[src/rtl/alu_muldiv.sv]
// alu_muldiv: handshaked ALU with an iterative shift-add multiplier and optional restoring divider.
// Define ALU_MULDIV_DIV_EN to build the divider (DIVU/REMU); otherwise those codes complete single-cycle with result 0.
module alu_muldiv #(
    parameter int WIDTH = 32
) (
    input  logic             clk,
    input  logic             rst_n,
    input  logic             in_valid,
    output logic             in_ready,
    input  logic [WIDTH-1:0] op1,
    input  logic [WIDTH-1:0] op2,
    input  logic [3:0]       ctrl,
    output logic             out_valid,
    input  logic             out_ready,
    output logic [WIDTH-1:0] result,
    output logic             eq,
    output logic             busy
);
    localparam int CW = $clog2(WIDTH) + 1;

    typedef enum logic [1:0] {IDLE, BUSY, DONE} state_t;

    state_t             state;
    logic [CW-1:0]      count;
    logic [2*WIDTH-1:0] work;
    logic [WIDTH-1:0]   operand;
    logic               want_hi;
    logic               is_iter;
    logic [WIDTH-1:0]   alu_res;
    logic [WIDTH:0]     mul_sum;
    logic [2*WIDTH-1:0] work_next;
`ifdef ALU_MULDIV_DIV_EN
    logic               is_div;
    logic [WIDTH:0]     div_trial;
`endif

    always_comb begin
        alu_res = '0;
        is_iter = 1'b0;
        case (ctrl)
            4'b0000: alu_res = op1 + op2;
            4'b0001: alu_res = op1 - op2;
            4'b0101: alu_res = WIDTH'(op1 < op2);
            4'b0011: alu_res = op1 | op2;
            4'b0010: alu_res = op1 & op2;
            4'b1000, 4'b1001: is_iter = 1'b1;
`ifdef ALU_MULDIV_DIV_EN
            4'b1100, 4'b1101: is_iter = 1'b1;
`endif
            default: alu_res = '0;
        endcase
    end

    // work holds {high accumulator, multiplier} for MUL, {remainder, dividend/quotient} for DIV
    always_comb begin
        mul_sum   = {1'b0, work[2*WIDTH-1:WIDTH]} + (work[0] ? {1'b0, operand} : '0);
        work_next = {mul_sum, work[WIDTH-1:1]};
`ifdef ALU_MULDIV_DIV_EN
        div_trial = {work[2*WIDTH-1:WIDTH], work[WIDTH-1]} - {1'b0, operand};
        if (is_div) begin
            if (!div_trial[WIDTH])
                work_next = {div_trial[WIDTH-1:0], work[WIDTH-2:0], 1'b1};
            else
                work_next = {work[2*WIDTH-2:0], 1'b0};
        end
`endif
    end

    always_ff @(posedge clk or negedge rst_n) begin
        if (!rst_n) begin
            state     <= IDLE;
            in_ready  <= 1'b1;
            out_valid <= 1'b0;
            busy      <= 1'b0;
            result    <= '0;
            eq        <= 1'b0;
            count     <= '0;
            work      <= '0;
            operand   <= '0;
            want_hi   <= 1'b0;
`ifdef ALU_MULDIV_DIV_EN
            is_div    <= 1'b0;
`endif
        end else begin
            case (state)
                IDLE: begin
                    if (in_valid) begin
                        eq       <= (op1 == op2);
                        operand  <= op2;
                        want_hi  <= ctrl[0];
                        in_ready <= 1'b0;
`ifdef ALU_MULDIV_DIV_EN
                        is_div   <= ctrl[2];
`endif
                        if (is_iter) begin
                            work  <= {{WIDTH{1'b0}}, op1};
                            count <= CW'(WIDTH);
                            state <= BUSY;
                            busy  <= 1'b1;
                        end else begin
                            result    <= alu_res;
                            state     <= DONE;
                            out_valid <= 1'b1;
                        end
                    end
                end
                BUSY: begin
                    work  <= work_next;
                    count <= count - CW'(1);
                    if (count == CW'(1)) begin
                        result    <= want_hi ? work_next[2*WIDTH-1:WIDTH] : work_next[WIDTH-1:0];
                        state     <= DONE;
                        busy      <= 1'b0;
                        out_valid <= 1'b1;
                    end
                end
                DONE: begin
                    if (out_ready) begin
                        state     <= IDLE;
                        out_valid <= 1'b0;
                        in_ready  <= 1'b1;
                    end
                end
                default: begin
                    state     <= IDLE;
                    in_ready  <= 1'b1;
                    out_valid <= 1'b0;
                    busy      <= 1'b0;
                end
            endcase
        end
    end

endmodule

[config.mk]
export PLATFORM = sky130hd
export DESIGN_NAME = alu_muldiv
export DESIGN_NICKNAME = d
export VERILOG_FILES = /design/src/rtl/alu_muldiv.sv
export SDC_FILE = /design/constraint.sdc
export NUM_CORES = 1
export LEC_CHECK = 0
export ABC_AREA = 1
export CORE_ASPECT_RATIO = 0.7
export CORE_MARGIN = 3
export CORE_UTILIZATION = 55
export CTS_BUF_LIST = sky130_fd_sc_hd__clkbuf_16
export DETAILED_ROUTE_END_ITERATION = 16
export PLACE_DENSITY = 0.75
export SKIP_LAST_GASP = 1
export SLEW_MARGIN = 20
export SYNTH_ARGS = -nofsm -noshare
export SYNTH_HDL_FRONTEND = slang
export SYNTH_SLANG_ARGS = --single-unit
[constraint.sdc]
create_clock -name clk -period 2.9 [get_ports clk]
set_input_delay 0.58 -clock clk [delete_from_list [all_inputs] [get_ports clk]]
set_output_delay 0.58 -clock clk [all_outputs]
set_load 0.02 [all_outputs]
==> results_dict.tcl <==
set metrics [dict create \
    io_pins 108 \
    p_switching_uw 6200 \
    rows 50 \
    seqCellArea_sq_um 3530 \
    rsz0062_at_grt "yes" \
    clock_path_buffers 2 \
    grt_max_degree 78 \
    worst_slew_pin_slew_ns 0.812 \
    arrival_ns 3.11 \
    ys.flop_type "dfrtp_1" \
    ir_drop_mv 1.30 \
    cts_root_buf "clkbuf_16" \
    routed_wl_mm 58.0 \
    antenna_left 0 \
    synth_top_area_share_pct 23.2 \
    post_cts_buffers 0 \
    ys_warn_count 0 \
    core-area_sq_um 26900 \
    synth_top_cells_by_count "nand2_1 (822), inv_1 (483), nor2_1 (163), nand3_1 (148), ha_1 (147)" \
    synth_cell_types 52 \
    start_util_pct 56.2 \
    grt_overflow_total 0 \
    ys_ff_latch 141 \
    r2r-end "result[29]$_DFFE_PN0P_" \
    startpoint_type "input pin" \
    drv_slew 0 \
    num_vias 17700 \
    yosysMostFrequentCell "nand2_1" \
    criticalPathCategory "input pin to flip-flop" \
    dieArea_sq_um 29600 \
    synthTopCellsByArea "dfrtp_1 (23%), nand2_1 (20%), ha_1 (12%)" \
    relSlewSlack_pct 45.8 \
    p_int_uw 6740 \
    grt.total_usage_pct 38.6 \
    cts_buffers 17 \
    fill_cells 2303 \
    clockPowerShare_pct 16.9 \
    io_buffers 107 \
    status "completed" \
    cp_slowest_cell "clkdlybuf4s50_1" \
    setup_viol 0 \
    antenna_found_initial 0 \
    synth_nets 2723 \
    end_kind "flip-flop" \
    cpMostUsedCell "nand2_1" \
    hold_violations 0 \
    yosysTopAreaCell "dfrtp_1" \
    layout_min_cycle_time_ns 2.80 \
    maxCapViolations 0 \
    period_share_pct 96.4 \
    cts_tree "yes" \
    dr.first_iter.drc_count 1974 \
    r2r_slack_ns 0.13 \
    multiInputGateArea_sq_um 9440 \
    fin_tns_setup_ns 0 \
    numClockSinks 141 \
    pre_cts_slack_ns -0.395 \
    synthToLayoutAreaGrowth_pct 24.9 \
    worstReg2RegStart "work[0]$_DFFE_PN0P_" \
    r2r.worst_path.cells 17 \
    avgSynthCellArea_sq_um 6.05 \
    pwr-share-seq_pct 26.4 \
    synth-edff-count 0 \
    die_h_microns 145 \
    cpPeakStageDelay_ns 0.56 \
    fmax_ghz 0.358 \
    combPwrFrac_pct 56.7 \
    cts-hold-fix-buffers 0 \
    async_flop_share_pct 100 \
    leakage_uw 0.0107 \
    required_ns 3.22 \
    drive_above_1_share_pct 11.8 \
    drc 0 \
    sw_frac_of_total_pct 47.9 \
    grt_pass1_vias 16600 \
    globalplace.congestion 1.04 \
    clock_skew_ns 0.0157 \
    die_x_microns 204 \
    hold_class "input pin to asynchronous set/reset pin" \
    clk_pin_slew_ns 0.06 \
    clock_latency_ns 0.44 \
    cp_max_fo 4 \
    p_total_uw 12900 \
    cts-htree-levels 4 \
    hpwl_mm 46.1 \
    nNetsFinal 3011 \
    wl_per_cell_microns 18.3 \
    viasPerCell 5.59 \
    p_per_area_nw_per_um2 685 \
    grt_pass1_wl_mm 88.3 \
    synthCells 2501 \
    antennaDiodeCount 0 \
    setup_slack_ns 0.104 \
    ys_seq_area_share_pct 23.3 \
    crit_chain "clkdlybuf4s50_1 -> inv_1 -> ha_1 -> fa_1 -> inv_1 -> nand2_1 -> nand3_2 -> nand2_1 -> nand2_2 -> nand3_1 -> nand3_1 -> nand2_1 -> nand2_1 -> a21oi_1 -> o21ai_1 -> nand2_1" \
    dr.pass1.iters 6 \
    syn_area_sq_um 15100 \
]
## per-stage QoR
step                std cells  hold slack (ns)  util, %  instance area (sq um)
finish                   3166            0.143     70.2                  18900
global route             3166            0.181     70.2                  18900
global placement         3134            0.459     67.8                  18200
CTS                      3166            0.155     69.9                  18800
detailed placement       3134            0.473     67.8                  18200
floorplan                2501            0.284        -                  15100
## cells in the final DEF (no fill, tap or decap), types with 3 or more instances in the layout
master	count
o21a_1	6
nor2_2	10
or2_0	3
o21ai_1	14
xor2_1	10
buf_4	241
clkinv_4	4
nor3_1	18
clkbuf_16	17
o211ai_1	40
nand3_1	146
nand4_1	18
nor3_2	3
o21bai_1	12
nand3b_1	17
nand3_2	5
and2_1	4
nor2_1	157
xnor2_1	12
a22o_1	4
o21ai_0	108
a21oi_1	138
inv_6	7
or2_2	4
nand2_2	12
clkdlybuf4s50_1	105
a21boi_1	3
ha_1	146
inv_1	482
buf_12	8
nand2_1	811
a21o_1	12
o22ai_1	33
or2_1	7
a2bb2oi_1	7
fa_1	3
dfrtp_1	140
inv_2	6
## per-layer routing
layer / vias to the layer above / global-route usage, % / wire [microns]
met5: - / 0 / 0
met4: 0 / 18.5 / 2930
met3: 174 / 5.70 / 5500
met2: 1012 / 60.1 / 24800
met1: 8136 / 53.1 / 24700
li1: 8388 / - / -
## power by group through the flow
stage / clock, uW / sequential, uW / combinational [uW]
4_1_cts: 2180 / 3380 / 7140
3_3_place_gp: 0 / 3360 / 6810
3_5_place_dp: 0 / 3390 / 7040
6_report: 2190 / 3410 / 7330
2_1_floorplan: 0 / 3470 / 4320
5_1_grt: 2270 / 3480 / 8020
## worst max-delay path by stage
stage                   startpoint                endpoint  slack [ns]  depth (start not counted)
2_1_floorplan  work[0]$_DFFE_PN0P_  result[27]$_DFFE_PN0P_        0.29                         19
3_3_place_gp                op1[2]   result[0]$_DFFE_PN0P_       -0.40                         16
3_5_place_dp                op1[0]   result[0]$_DFFE_PN0P_       -0.40                         16
4_1_cts                     op2[2]   result[0]$_DFFE_PN0P_        0.05                         16
5_1_grt        work[0]$_DFFE_PN0P_  result[29]$_DFFE_PN0P_       -0.04                         17
6_report                    op1[0]   result[0]$_DFFE_PN0P_        0.10                         16
## layout make-up
type                       count  area share (%)
multi-input combinational   1783            50.0
timing repair buffer         356            16.1
clock buffer                  17            2.25
sequential                   141            18.7
inverter                     490            9.74
clock inverter                15           0.808
tap                          364            2.41
## state kept, by name (all words and copies together) (netlist names), 2 cells and up
| register | cells |
|---|---|
| count | 6 |
| operand | 32 |
| result | 32 |
| state | 2 |
| work | 64 |
## critical path, delay by kind of cell
kind | cells | cell delay (ns)
adder cells (fa/ha/maj) | 2 | 0.63
buffers and inverters | 3 | 0.74
AND/OR/NAND/NOR | 9 | 0.91
AO/OA/AOI/OAI | 2 | 0.26
## cells by family after synthesis
logic type      after synthesis  synth area share, %
compound gates              389                 14.8
xor+xnor                     22                 1.27
fa+ha+maj                   150                 12.6
buf+inv                     577                 14.7
flops                       141                 23.3
simple gates               1222                 33.2
## repair_timing
item | CTS | global route
gates resized for setup | 1 | 25
cloned | 0 | 0
setup endpoints to repair | 1 | 14
pin swaps | 0 | 1
(Power assumes the default switching activity.)
